## src/rtl/voice_mixer.sv

```systemverilog
// voice_mixer: folds NUM_VOICES gated, gain-scaled samples into one mono sample per frame.
// Optional MIXER_SATURATE_EN clamps out-of-range results and raises sticky clip.
module voice_mixer #(
    parameter int AUDIO_WIDTH = 32,
    parameter int NUM_VOICES  = 8,
    parameter int GAIN_WIDTH  = 8
) (
    input  logic                              clk,
    input  logic                              rst,
    input  logic                              sample_valid,
    output logic                              in_ready,
    input  logic [NUM_VOICES*AUDIO_WIDTH-1:0] voices_in,
    input  logic [NUM_VOICES*GAIN_WIDTH-1:0]  gain_in,
    input  logic [NUM_VOICES-1:0]             note_on,
    output logic [AUDIO_WIDTH-1:0]            mix_out,
    output logic                              out_valid,
    input  logic                              out_ready,
    output logic                              clip,
    output logic                              drop
);

    localparam int IDX_W  = (NUM_VOICES > 1) ? $clog2(NUM_VOICES) : 1;
    localparam int LOG_V  = $clog2(NUM_VOICES);
    localparam int PROD_W = AUDIO_WIDTH + GAIN_WIDTH + 1;
    localparam int ACC_W  = AUDIO_WIDTH + GAIN_WIDTH + LOG_V + 1;
    localparam logic [IDX_W-1:0] LAST = IDX_W'(NUM_VOICES - 1);

    typedef enum logic [1:0] {
        IDLE,
        ACCUM,
        SCALE,
        HOLD
    } state_t;

    state_t state_q;
    state_t state_d;

    logic [NUM_VOICES*AUDIO_WIDTH-1:0] voices_q;
    logic [NUM_VOICES*GAIN_WIDTH-1:0]  gains_q;
    logic [NUM_VOICES-1:0]             note_q;
    logic signed [ACC_W-1:0]           acc;
    logic [IDX_W-1:0]                  idx;

    logic [AUDIO_WIDTH-1:0]   voice_sel;
    logic [GAIN_WIDTH-1:0]    gain_sel;
    logic signed [PROD_W-1:0] v_ext;
    logic signed [PROD_W-1:0] g_ext;
    logic signed [PROD_W-1:0] prod;
    logic signed [ACC_W-1:0]  term;
    logic signed [ACC_W-1:0]  shifted;
    logic [AUDIO_WIDTH-1:0]   result;

    assign in_ready  = (state_q == IDLE);

    // Gain is unsigned, so it gets a zero sign bit before the signed multiply.
    assign voice_sel = voices_q[idx*AUDIO_WIDTH +: AUDIO_WIDTH];
    assign gain_sel  = gains_q[idx*GAIN_WIDTH +: GAIN_WIDTH];
    assign v_ext     = PROD_W'($signed(voice_sel));
    assign g_ext     = PROD_W'({1'b0, gain_sel});
    assign prod      = v_ext * g_ext;
    assign term      = note_q[idx] ? ACC_W'(prod) : '0;

    // Remove the Q1.(GAIN_WIDTH-1) scale; arithmetic shift floors.
    assign shifted   = acc >>> (GAIN_WIDTH - 1);

`ifdef MIXER_SATURATE_EN
    logic [ACC_W-AUDIO_WIDTH:0] top;
    logic                       ovf;

    // In range only when all bits above the output sign agree with it.
    assign top = shifted[ACC_W-1:AUDIO_WIDTH-1];
    assign ovf = !((&top) || !(|top));

    // Clamp to the nearest representable extreme on overflow.
    always_comb begin
        result = shifted[AUDIO_WIDTH-1:0];
        if (ovf) begin
            result = shifted[ACC_W-1]
                   ? {1'b1, {(AUDIO_WIDTH-1){1'b0}}}
                   : {1'b0, {(AUDIO_WIDTH-1){1'b1}}};
        end
    end

    // Sticky flag: any saturated result since reset.
    always_ff @(posedge clk or negedge rst) begin
        if (!rst) begin
            clip <= 1'b0;
        end else if (state_q == SCALE && ovf) begin
            clip <= 1'b1;
        end
    end
`else
    logic unused_hi;

    assign result    = shifted[AUDIO_WIDTH-1:0];
    assign unused_hi = ^shifted[ACC_W-1:AUDIO_WIDTH];
    assign clip      = 1'b0;
`endif

    // State register.
    always_ff @(posedge clk or negedge rst) begin
        if (!rst) begin
            state_q <= IDLE;
        end else begin
            state_q <= state_d;
        end
    end

    // Next-state logic for the frame sequence.
    always_comb begin
        state_d = state_q;
        unique case (state_q)
            IDLE:    if (sample_valid) state_d = ACCUM;
            ACCUM:   if (idx == LAST) state_d = SCALE;
            SCALE:   state_d = HOLD;
            HOLD:    if (out_ready) state_d = IDLE;
            default: state_d = IDLE;
        endcase
    end

    // Capture, accumulate, scale and hand off one frame.
    always_ff @(posedge clk or negedge rst) begin
        if (!rst) begin
            voices_q  <= '0;
            gains_q   <= '0;
            note_q    <= '0;
            acc       <= '0;
            idx       <= '0;
            mix_out   <= '0;
            out_valid <= 1'b0;
            drop      <= 1'b0;
        end else begin
            if (sample_valid && state_q != IDLE) begin
                drop <= 1'b1;
            end
            unique case (state_q)
                IDLE: begin
                    if (sample_valid) begin
                        voices_q <= voices_in;
                        gains_q  <= gain_in;
                        note_q   <= note_on;
                        acc      <= '0;
                        idx      <= '0;
                    end
                end
                ACCUM: begin
                    acc <= acc + term;
                    idx <= (idx == LAST) ? '0 : idx + 1'b1;
                end
                SCALE: begin
                    mix_out   <= result;
                    out_valid <= 1'b1;
                end
                HOLD: begin
                    if (out_ready) out_valid <= 1'b0;
                end
                default: ;
            endcase
        end
    end

endmodule
```

## config.mk

```make
export PLATFORM = sky130hd
export DESIGN_NAME = voice_mixer
export DESIGN_NICKNAME = d
export VERILOG_FILES = /design/src/rtl/voice_mixer.sv
export SDC_FILE = /design/constraint.sdc
export NUM_CORES = 1
export LEC_CHECK = 0
export ABC_AREA = 1
export BUFFER_PORTS_ARGS = -buffer_cell sky130_fd_sc_hd__buf_4
export CELL_PAD_IN_SITES_DETAIL_PLACEMENT = 1
export CELL_PAD_IN_SITES_GLOBAL_PLACEMENT = 2
export CORE_ASPECT_RATIO = 0.6
export CORE_MARGIN = 2
export CORE_UTILIZATION = 31
export CTS_BUF_LIST = sky130_fd_sc_hd__clkbuf_16
export CTS_CLUSTER_SIZE = 20
export DETAILED_ROUTE_END_ITERATION = 10
export PLACE_DENSITY_LB_ADDON = 0.05
export SYNTH_ARGS = -nofsm -noshare
export SYNTH_HDL_FRONTEND = slang
export SYNTH_SLANG_ARGS = --single-unit
```

## constraint.sdc

```tcl
create_clock -name clk -period 6.26 [get_ports clk]
set_clock_uncertainty 0.2 [all_clocks]
set_input_delay 0.626 -clock clk [delete_from_list [all_inputs] [get_ports clk]]
set_output_delay 0.626 -clock clk [all_outputs]
set_load 0.05 [all_outputs]
```

======== Word-level counts from Yosys, hierarchy flattened ========
Cells that the tools add are included.
word-level totals
  register bits after elaboration ......... 411
  bits of input ports ..................... 332
  output and inout bits ................... 36
  logic and storage cells ................. 45
cells by class
  add/subtract/negate cells ............... 2
  multiply operators ...................... 1
  order comparisons ....................... 1
  equality and inequality tests ........... 7
  shifts and indexed selects .............. 2
  mux-type cells .......................... 14
  reduce and logical (&&, ||, !) cells .... 9
operator list
  kind                 number
  $shiftx 256x9->32    1
  $mux 44              2
  $pmux 44 s2          1
  $shiftx 64x7->8      1
  $add 44x44->44       1
  $mul 32x9->41        1
  $pmux 2 s4           1
  $mux 2               3
  $mux 3               2
  $ne 2x2->1 const B   3
  $pmux 3 s2           1
  $reduce_and 2->1     3
  $reduce_bool 2->1    3
  $eq 2x2->1 const B   2
  $lt 3x4->1 const B   1
  $add 3x1->3 const B  1
  $bmux 1 s3           1
  $eq 3x3->1 const B   1
  $reduce_and 3->1     1
  $eq 2x1->1 const B   1
  $logic_not 2->1      1
  $mux 1               2
  $pmux 1 s2           1
  $logic_and 1x1->1    1

======== Longest topological paths before layout ========
  word-level depth ........................ 5
  depth in mapped cells ................... 49
  mapped depth without buffers ............ 45

======== Worst setup path after synthesis ========
Ideal clock, no wire load.
  path kind ............................... reg2reg
  start ................................... register idx[0]
  end ..................................... register acc[34]
  library setup time ...................... 0.123 ns
  arrival time ............................ 6.505 ns
  data required time ...................... 5.937 ns
  slack ................................... -0.568 ns
  cell stages (with the launch flop) ...... 42
  period minus slack after synthesis ...... 6.828 ns
  cells stage by stage .................... dfrtp_1 -> inv_2 -> buf_6 -> buf_6 -> buf_6 -> o21ai_0 -> o22ai_1 -> nand2_1 -> o21ai_4 -> inv_2 -> buf_6 -> nor2_1 -> fa_1 -> inv_1 -> fa_1 -> inv_1 -> fa_1 -> inv_1 -> [6 not listed] -> nand2_1 -> a21oi_1 -> o21bai_2 -> nand2_1 -> nand2_1 -> a21o_1 -> o21ai_0 -> a21oi_1 -> ha_1 -> nand2_1 -> nor2_1 -> nand2_1 -> nor4_1 -> nand3_1 -> nand3_1 -> a21oi_1 -> o21ai_0 -> nand2_1
between the ends
  cells in the longest elaborated chain, start to end .. 5
  elaborated cells between the ends (all ways) .. 8
ends and longest elaborated chain
  what                                            RTL line  RTL
  from (decl)                                     42        logic [IDX_W-1:0] idx;
  from (signal assigned)                          148       idx <= (idx == LAST) ? '0 : idx + 1'b1;
  $shiftx 256x9->32 (tied with other cells)       56        assign voice_sel = voices_q[idx*AUDIO_WIDTH +: AUDIO_WIDTH];
  $mul 32x9->41 / $mux 1 (equally long branches)  60, 61
  $mux 44 (*)                                     61        assign term = note_q[idx] ? ACC_W'(prod) : '0;
  $add 44x44->44 (*)                              147       acc <= acc + term;
  $pmux 44 s2 (*)                                 136       unique case (state_q)
  to (signal assigned)                            147
  to (decl)                                       41        logic signed [ACC_W-1:0] acc;
Mark *: on every way between the ends. The rest lies on a longest branch, timed or not. The select of a mux whose other input is x is not followed.
A chain may end at the register's enable or synchronous reset.

======== Final worst setup path ========
  start ................................... register idx[0]
  end ..................................... register acc[38]
The elaborated chain is that of the path after synthesis.

==> flow_metrics.env <==
export IMPL_status="finished with violations"
export IMPL_violations="negative setup slack"
export IMPL_crit_fanout=13
export IMPL_dp_hpwl_um=105300
export IMPL_synth_fa_ha_area_share_pct=18.11
export IMPL_core_region_area_mm2=0.09568
export IMPL_worstMarginPinSlew_ns=1.135
export IMPL_ant_nets=0
export IMPL_clockRootBuffer="clkbuf_16"
export IMPL_first_global_vias=32790
export IMPL_clock_latency_ns=0.63
export IMPL_drt_vias_per_instance=4.817
export IMPL_yosysSeqAreaShare_pct=34.10
export IMPL_dpl_cell_area_mm2=0.03872
export IMPL_multi_input_area_mm2=0.01900
export IMPL_wl_per_cell_um=21.38
export IMPL_cp_arrival_ns=8.06
export IMPL_setup_viol=33
export IMPL_worst_hold_path_type="in -> reg"
export IMPL_grt_total_usage_pct=28.14
export IMPL_syn_to_final_growth_pct=51.14
export IMPL_synth_top_family_by_area="simple AND/OR/NAND/NOR gates"
export IMPL_endpoint_kind="flop"
export IMPL_nFillCells=11500
export IMPL_fin_area_mm2=0.04503
export IMPL_drt_initial_drc_count=2452
export IMPL_grt_pass1_wl_um=210200
export IMPL_instances_no_fill=6444
export IMPL_nets=5794
export IMPL_synth_edf_count=0
export IMPL_path_delay_family="adder cells"
export IMPL_rsz0062_at_grt="yes"
export IMPL_max_stage_delay_ns=0.56
export IMPL_muxShareOfSynthArea_pct=1.096
export IMPL_slew_headroom_pct=24.25
export IMPL_row_count=88
export IMPL_clk_pin_slew_ns=0.06
export IMPL_fin_util_pct=47.07
export IMPL_cpMostUsedCell="nand2_1"
export IMPL_path_class="reg -> reg"
export IMPL_drt_wl_total_um=137800
export IMPL_ys_flop_type="dfrtp_1"
export IMPL_layout_commonest_cell="nand2_1"
export IMPL_ios=368
export IMPL_timing_final_ws_setup_ns=-1.452
export IMPL_synth_net_count=4662
export IMPL_synthXorXnorAreaFrac_pct=0.6467
export IMPL_drive_above_1_share_pct=31.47
export IMPL_io_buffers=366
export IMPL_holdWs_ns=0.02346
export IMPL_synthesis_instances=4015
export IMPL_final_cell_mix="nand2_1, buf_4, inv_1"
export IMPL_dieWidth_um=404.3
export IMPL_maxCapViolCount=0
export IMPL_h_tree_depth=2
export IMPL_grt_max_degree=192
export IMPL_slowest_stage="dfrtp_4"
export IMPL_drc=0
export IMPL_die_h_um=244.2
export IMPL_path_buf_inv=13
export IMPL_timing_fmax_ghz=0.1297
export IMPL_gr_total_overflow=0
export IMPL_cts_tree="yes"
export IMPL_worstPathRequired_ns=6.61
export IMPL_synth_async_sr_flop_share_pct=100.0
export IMPL_post_route_min_period_ns=7.712
export IMPL_yosysUniqueCellTypes=48
export IMPL_ff_latch_area_mm2=0.01016
export IMPL_numPlacedInstances=6085
export IMPL_place_congestion=0.9010
export IMPL_synth_compound_area_share_pct=10.73
export IMPL_drv_slew=0
export IMPL_finalHoldViolCount=0
export IMPL_vias=31040
export IMPL_cts_sinks=406
export IMPL_synth_avg_cell_area_um2=7.422
export IMPL_drtPass1Iterations=7
export IMPL_yosysWarnings=0
export IMPL_post_route_period_util_pct=123.2
export IMPL_synth_simple_area_share_pct=26.25
export IMPL_cts_buffer_depth=3
export IMPL_synth_seq_cells=406
export IMPL_antenna_found_initial=6
export IMPL_cts_buffers=45
export IMPL_dieArea_mm2=0.09870
export IMPL_netlist_area_mm2=0.02980
export IMPL_initial_core_util_pct=31.14
export IMPL_startpoint_type="flop"
==> worst paths after layout <==
path                          startpoint             to  slack (ns)  cells after the start
max reg2reg                       idx[0]        acc[38]       -1.45                     44
max in group asynchronous            rst  voices_q[115]        3.90                      3
min                        voices_in[92]   voices_q[92]        0.02                      3
min reg2reg                         drop           drop        0.27                      1
max                               idx[0]        acc[38]       -1.45                     44
min in group asynchronous            rst    gains_q[12]        0.42                      2
==> layout make-up <==
class	instances	share of cell area [%]
Clock buffer	45	2.500
Clock inverter	37	0.8752
Sequential cell	406	22.57
Timing Repair inverter	2	0.03056
Multi-Input combinational cell	2950	42.19
Antenna cell	2	0.01111
Timing Repair Buffer	1256	24.17
Tap cell	1260	3.501
Inverter	486	4.151
==> repair_timing <==
action                                  CTS  global route
resized for setup                       336           150
cloned                                   15             0
pin swaps                               103            52
hold buffers                            170             0
endpoints found under the setup margin   33            33
endpoints found under the hold margin   276             0
buffers inserted                         74            16
==> flip-flops by register name, indices dropped and copies added (netlist names) <==
register and count:
mix_out 32, gains_q 64, voices_q 256, state_q 2
drop 1, acc 39, out_valid 1, note_q 8
idx 3
==> worst reg2reg max path, delay by kind of cell, from the launching register on <==
family | cells | cell delay [ns]
buffers and inverters | 13 | 1.50
adders and majority gates | 6 | 2.64
DFF | 1 | 0.56
and+or+nand+nor | 20 | 1.88
AOI/OAI and AO/OA | 5 | 0.90
==> Yosys cell counts (all sizes together) (13+ instances only) <==
| master | n | area share (%) |
|---|---|---|
| nor2 | 455 | 5.7 |
| ha | 121 | 5.1 |
| clkbuf | 83 | 1.0 |
| nand3 | 61 | 1.1 |
| nand2 | 1479 | 19 |
| o22ai | 74 | 1.6 |
| buf | 90 | 1.9 |
| mux2 | 29 | 1.1 |
| inv | 486 | 6.1 |
| fa | 194 | 13 |
| o21ai | 299 | 5.6 |
| dfrtp | 406 | 34 |
| a21o | 16 | 0.40 |
| o21bai | 17 | 0.45 |
| nor3 | 16 | 0.32 |
| nand4 | 13 | 0.27 |
| a21oi | 120 | 2.1 |
==> cells by family (layout without fill, tap and decap cells) <==
logic type / count (synthesis) / in the layout
adder cells (fa/ha/maj): 315 / 315
buffers and inverters: 659 / 1826
XOR/XNOR: 22 / 22
other: 1 / 3
AND/OR/NAND/NOR: 2031 / 2031
multiplexers: 29 / 29
flip-flops: 406 / 406
AO/OA/AOI/OAI: 552 / 552
==> through the flow <==
stage / setup WS (ns) / TNS (ns)
floorplan: -0.2864 / -3.074
global placement: -1.982 / -43.85
detailed placement: -1.988 / -45.05
CTS: -1.286 / -31.83
global route: -1.818 / -46.47
finish: -1.452 / -36.57
==> metal layers <==
metal  share of wire [%]  vias up  global-route usage [%]
met2                  40      664                   39.10
met4                 1.1        4                   3.292
met3                 6.0       80                   4.787
met1                  53    15560                   45.73
li1                    -    14730                       -
met5               0.018        -                       0
Power is left out: the tool's default activity adds up to more than one toggle a clock period on the data nets, which glitch-free logic cannot reach.
